===== src/rtl/sc_spawn_scheduler.sv =====
// sc_spawn_scheduler: turns the random bus into timed obstacle-spawn offers.
// Draws a tick interval, then a lane/column, and offers them over valid/ready.
// Optional feature macro: SPAWN_TIMEOUT_EN drops an offer left unaccepted for
// TIMEOUT_TICKS ticks and counts the drops in drop_count.
module sc_spawn_scheduler #(
   parameter int unsigned MIN_GAP       = 8,
   parameter int unsigned TIMEOUT_TICKS = 4
) (
   input  logic       clock,
   input  logic       reset,
   input  logic       enable,
   input  logic       tick,
   input  logic [7:0] rnd,
   input  logic       spawn_ready,
   output logic       spawn_valid,
   output logic [1:0] spawn_lane,
   output logic [2:0] spawn_col,
   output logic [7:0] drop_count
);

   // Interval counter must hold MIN_GAP + 15; never narrower than 5 bits.
   localparam int unsigned cnt_raw = $clog2(MIN_GAP + 16);
   localparam int unsigned cnt_w   = (cnt_raw > 5) ? cnt_raw : 5;

   typedef enum logic [1:0] {StIdle, StLoad, StWait, StOffer} state_e;

   state_e           state_q, state_d;
   logic [cnt_w-1:0] cnt_q;
   logic [1:0]       lane_q;
   logic [2:0]       col_q;
   logic [1:0]       last_lane_q;
   logic             last_valid_q;

   logic             accept;
   logic             wait_done;
   logic             drop;
   logic [7:0]       drop_val;
   logic [1:0]       raw_lane;
   logic [1:0]       cand_lane;

   // rnd[7] and rnd[0] are always zero on the bus.
   logic unused_rnd;
   assign unused_rnd = rnd[7] ^ rnd[0];

   assign accept    = (state_q == StOffer) && spawn_ready;
   assign wait_done = (state_q == StWait) && enable && tick && (cnt_q == cnt_w'(1));
   assign raw_lane  = rnd[2:1];
   // Bump to the next lane when the draw repeats the last accepted lane.
   assign cand_lane = (last_valid_q && (raw_lane == last_lane_q)) ? raw_lane + 2'd1 : raw_lane;

`ifdef SPAWN_TIMEOUT_EN
   localparam int unsigned tmo_raw = $clog2(TIMEOUT_TICKS + 1);
   localparam int unsigned tmo_w   = (tmo_raw > 1) ? tmo_raw : 1;

   logic [tmo_w-1:0] tmo_q;
   logic [7:0]       drop_q;
   logic             tmo_step;

   // An accept in the same cycle as a tick wins; the tick is not counted.
   assign tmo_step = (state_q == StOffer) && enable && tick && !spawn_ready;
   assign drop     = tmo_step && (tmo_q == tmo_w'(TIMEOUT_TICKS - 1));
   assign drop_val = drop_q;

   // Timeout counter and saturating drop counter.
   always_ff @(posedge clock) begin
      if (reset) begin
         tmo_q  <= '0;
         drop_q <= '0;
      end else if (!enable || wait_done) begin
         tmo_q <= '0;
      end else if (tmo_step) begin
         tmo_q <= drop ? '0 : tmo_q + tmo_w'(1);
         if (drop && (drop_q != 8'hFF)) begin
            drop_q <= drop_q + 8'd1;
         end
      end
   end
`else
   logic unused_cfg;
   assign unused_cfg = (TIMEOUT_TICKS == 0);
   assign drop       = 1'b0;
   assign drop_val   = 8'd0;
`endif

   // State register.
   always_ff @(posedge clock) begin
      if (reset) begin
         state_q <= StIdle;
      end else begin
         state_q <= state_d;
      end
   end

   // Next-state logic; enable low returns to idle from anywhere.
   always_comb begin
      state_d = state_q;
      if (!enable) begin
         state_d = StIdle;
      end else begin
         case (state_q)
            StIdle:  state_d = StLoad;
            StLoad:  state_d = StWait;
            StWait:  if (wait_done) state_d = StOffer;
            StOffer: if (accept || drop) state_d = StLoad;
            default: state_d = StIdle;
         endcase
      end
   end

   // Interval counter, offer payload capture and last-accepted-lane memory.
   always_ff @(posedge clock) begin
      if (reset) begin
         cnt_q        <= '0;
         lane_q       <= '0;
         col_q        <= '0;
         last_lane_q  <= '0;
         last_valid_q <= 1'b0;
      end else begin
         if (!enable) begin
            cnt_q <= '0;
         end else if (state_q == StLoad) begin
            cnt_q <= cnt_w'(MIN_GAP) + cnt_w'(rnd[6:3]);
         end else if ((state_q == StWait) && tick) begin
            cnt_q <= cnt_q - cnt_w'(1);
         end
         if (wait_done) begin
            lane_q <= cand_lane;
            col_q  <= rnd[6:4];
         end
         if (accept) begin
            last_lane_q  <= lane_q;
            last_valid_q <= 1'b1;
         end
      end
   end

   // Outputs come straight from registers.
   always_comb begin
      spawn_valid = (state_q == StOffer);
      spawn_lane  = lane_q;
      spawn_col   = col_q;
      drop_count  = drop_val;
   end

endmodule


===== config.mk =====
export PLATFORM = sky130hd
export DESIGN_NAME = sc_spawn_scheduler
export DESIGN_NICKNAME = d
export VERILOG_FILES = /design/src/rtl/sc_spawn_scheduler.sv
export SDC_FILE = /design/constraint.sdc
export NUM_CORES = 1
export LEC_CHECK = 0
export ABC_AREA = 1
export CORE_AREA = 4 4 57 59
export DETAILED_ROUTE_END_ITERATION = 10
export DIE_AREA = 0 0 61 63
export SLEW_MARGIN = 0
export SYNTH_ARGS = -nofsm -noshare
export SYNTH_HDL_FRONTEND = slang
export SYNTH_SLANG_ARGS = --single-unit

===== constraint.sdc =====
create_clock -name clock -period 2.8 [get_ports clock]
set_clock_uncertainty 0.2 [all_clocks]
set_input_delay 0.28 -clock clock [delete_from_list [all_inputs] [get_ports clock]]
set_output_delay 0.28 -clock clock [all_outputs]
set_load 0.1 [all_outputs]

### Yosys cells after proc, flatten, opt, wreduce, memory -nomap -nowiden

Cells that the tools add are included.

| storage, ports and cells | value |
|---|---|
| logic and storage cells | 33 |
| flip-flop bits (word level) | 15 |
| input bits | 13 |

| operators by class | value |
|---|---|
| equal/unequal tests | 7 |
| add/sub/neg operators | 3 |
| reduce and logical (&&, ||, !) cells | 10 |
| bitwise logic cells | 1 |
| muxes and demuxes | 6 |

Operator list:

| operator | count |
|---|---|
| 2-to-1 mux 5 bit | 2 |
| case mux 2 bit (4 select lines) | 1 |
| logical AND 1 bit | 6 |
| 2-to-1 mux 2 bit | 3 |
| adder 4 x 4 -> 5 bit (first input constant) | 1 |
| == test 5 x 1 -> 1 bit (second input constant) | 1 |
| subtractor 5 x 1 -> 5 bit (second input constant) | 1 |
| == test 2 bit (second input constant) | 2 |
| adder 2 x 1 -> 2 bit (second input constant) | 1 |
| == test 2 x 1 -> 1 bit (second input constant) | 1 |
| == test 2 bit | 1 |
| zero test 2 bit | 1 |
| != test 2 x 1 -> 1 bit (second input constant) | 1 |
| != test 2 bit (second input constant) | 1 |
| AND reduction 2 bit | 1 |
| nonzero test 2 bit | 1 |
| OR reduction 2 bit | 1 |
| NOT 1 bit | 1 |

### Logic depth before layout (Yosys ltp)

| depth | value |
|---|---|
| depth in word-level cells | 6 |
| depth in mapped cells | 10 |
| gate-level depth less buffers | 10 |

### Worst setup path before layout

No wires, ideal clock.

| path | value |
|---|---|
| path type | flip-flop to flip-flop |
| start | register state_q[0] |
| end | register last_lane_q[0] |
| slack | 0.850 ns |
| arrival time | 1.681 ns |
| setup time | 0.070 ns |
| stages on the path, launching flop included | 6 |
| period minus slack after synthesis | 1.950 ns |
| path buffers | 0 |
| path through | dfxtp_1 > ha_1 > nand2_1 > inv_1 > nand2_1 > a21oi_1 |

| between the ends | value |
|---|---|
| cells in the longest elaborated chain, start to end | 2 |

RTL lines:

| what | RTL line | text |
|---|---|---|
| from (decl) | 27 | `state_e state_q, state_d;` |
| from (signal assigned) | 88 | `state_q <= StIdle;` |
| from (signal assigned) | 90 | `state_q <= state_d;` |
| == test 2 bit | -- |  |
| via spawn_valid | 15 | `output logic spawn_valid,` |
| logical AND 1 bit | 45 | `assign accept = (state_q == StOffer) && spawn_ready;` |
| to (signal assigned) | 131 | `last_lane_q <= lane_q;` |
| to (decl) | 31 | `logic [1:0] last_lane_q;` |

The timed path passes the listed nets, and every way through them passes these cells.
A chain may end at the register's enable or synchronous reset.

### Worst setup path in the final report

| path | value |
|---|---|
| start | register state_q[0] |
| end | output spawn_valid |

| between the ends | value |
|---|---|
| cells in the longest elaborated chain, start to end | 1 |

RTL lines:

| what | RTL line | text |
|---|---|---|
| == test 2 bit | 139 | `spawn_valid = (state_q == StOffer);` |
| to (decl) | 15 |  |

No other way between the ends.

==> results.toml <==
[cts]
insertion_delay_ps = 280
max-clock-path-buffers = 2
cts_hold_buf = 0
cts_resized = 0
cts_setup_buffers = 0
cts_tree = "done"
cts.clk_slew.worst_paths_ps = 90
numCtsBuffers = 3
h-tree-depth = 1
cts_root_buf = "clkbuf_4"
clkSinkCount = 15

[power]
pwr-share-clk_pct = 27.7
p_leak_uw = 0.0005189
switching_share_pct = 34.86
power_frac_comb_pct = 24.2
irDropWorstVdd_v = 0.0002108
intPower_uw = 299.4
cellPowerDensity_nw_per_um2 = 422.8
seq_power_share_pct = 48.1
power_switching_uw = 160.2

[synth]
synth_largest_area_cell = "dfxtp_1"
yosys_register_bits = 15
synth_edf_count = 0
synthArstFlopShare_pct = 0
synth_area_um2 = 919.6
syn_avg_cell_area_um2 = 6.664
synth_cells = 138
synthDistinctLibCells = 21
ys.flop_type = "dfxtp_1"
synth.area.top_cells = "dfxtp_1 33%, nand2_1 16%, ha_1 8.2%, inv_1 7.3%, buf_4 6.5%"
synth-seq-area-share_pct = 32.65
yosysWarnings = 0
synth_top_area_share_pct = 32.65

[hold_path]
worstHoldPathCells = 2
hold_class = "flip-flop to flip-flop"
hold_path_end = "spawn_col[2]"
min-delay-start = "spawn_col[2]"

[finish]
diodes = 0
nets = 175
final_common_cell = "nand2_1"
final_util_pct = 40.12
layout_common_cells = "40 x nand2_1, 18 x inv_1, 15 x nor2_1, 15 x dfxtp_1, 10 x clkdlybuf4s50_1"
area_delta_synth_final_pct = 18.23
drive_gt1_share_pct = 12.26

[timing]
period_needed_ps = 1671
hold_violations = 0
tns_ps = 0
drv_slew = 0
hold_ws_ps = 270.5
rsz0062_at_grt = "false"
min_period_over_period_pct = 59.66
fmax_mhz = 598.6
finalSetupViolations = 0

[floorplanning]
rows = 19
core-area_um2 = 2710
fp.dieH_um = 63
die_area_um2 = 3843
die_x_um = 61
ios = 27
initial_core_util_pct = 33.93

[grt]
grt_start_max_net_pins = 10
globalRouteOverflowTotal = 0
grt_pass1_vias = 803
grt.total_usage_pct = 10.77
antenna_found_initial = 0
grt_pass1_wl_mm = 3.243

[setup_path]
rr_worst_depth = 5
critical_path_class = "flip-flop to output pin"
arrival_ps = 1190
reg2reg_setup_slack_ps = 1200
rr_endpoint = "cnt_q[1]"
endpoint_kind = "output pin"
reg2reg_from = "state_q[1]"
start_kind = "flip-flop"
path_max_fanout = 4
crit_required_ps = 2320

[routing]
avgRoutedWirePerCell_um = 9.909
drc = 0
wirelength_mm = 1.843
first_pass_iters = 4
drtIter0Drc = 48
vias = 839
drtAntennaViolNets = 0
via_per_inst = 4.511

[outcome]
status = "finished, final reports clean"

[placement]
gp_congestion = 0.8422
hpwl_mm = 1.488
port_buffers = 16

[flow_run]
cap_violations = 0
[synthesized netlist by cell type (2+ instances only)]
cell type,n
nand2_2,3
a21oi_1,7
buf_4,8
a31oi_1,3
nor2_1,15
inv_1,18
ha_1,6
inv_2,2
buf_2,2
xor2_1,2
dfxtp_1,15
nand2_1,40
nand3_1,9
[layer usage]
metal  GRT usage, %  part of all wire, %  wire (µm)
met3          3.926                  8.7        161
met2          17.38                   47        864
met1          13.42                   43        792
met4          2.439                  1.4         25
met5              0                    0          0
[how the worst max path moves through the flow]
| stage | startpoint | to | depth (start not counted) |
|---|---|---|---|
| 2_1_floorplan | state_q[0] | last_lane_q[0] | 5 |
| 3_3_place_gp | reset | cnt_q[1] | 4 |
| 3_5_place_dp | reset | cnt_q[1] | 4 |
| 4_1_cts | state_q[0] | spawn_valid | 2 |
| 5_1_grt | state_q[0] | cnt_q[3] | 8 |
| 6_report | state_q[0] | spawn_valid | 2 |
[power groups by stage]
stage                     logic (µW)  registers (µW)  clock network, µW
after floorplan                 95.6             226                  0
after global placement           110             226                  0
after detailed placement         111             226                  0
after CTS                        112             221                136
after global routing             121             222                144
final                            111             221                127
[cell type report]
class	instances	area, µm²
Clock buffer	3	22.52
Clock inverter	1	5.005
Fill cell	304	1623
Inverter	21	80.08
Multi-Input combinational cell	99	495.5
Sequential cell	15	300.3
Tap cell	31	38.79
Timing Repair Buffer	16	145.1
[worst max-delay path, cell delays in order (launching register included)]
cell and delay (ps):
dfxtp_1 400, ha_1 210, buf_4 300
[sequential cells by signal, summed over array words and instances, names as in the netlist]
| name | cells |
|---|---|
| spawn_col | 3 |
| cnt_q | 5 |
| spawn_lane | 2 |
| state_q | 2 |
| last_valid_q | 1 |
| last_lane_q | 2 |
[logic make-up after synthesis]
family                   after synthesis  share of synthesized area, %
AND/OR/NAND/NOR                       71                         33.20
buffers and inverters                 31                         16.33
flip-flops                            15                         32.65
AO/OA/AOI/OAI                         11                         6.394
adder cells (fa/ha/maj)                6                         8.163
XOR/XNOR                               3                         2.858
other                                  1                        0.4078
[stage by stage]
step                      instances  power, µW  cell area, µm²  setup slack (ps)
after floorplan                 145      321.2           945.9             849.8
after global placement          182      335.6            1060              1072
after detailed placement        182      337.4            1060              1035
after CTS                       186      468.6            1087              1099
after global routing            186      487.2            1087              1017
final                           186      459.7            1087              1129
No activity file was read; power rests on OpenSTA's default activity.
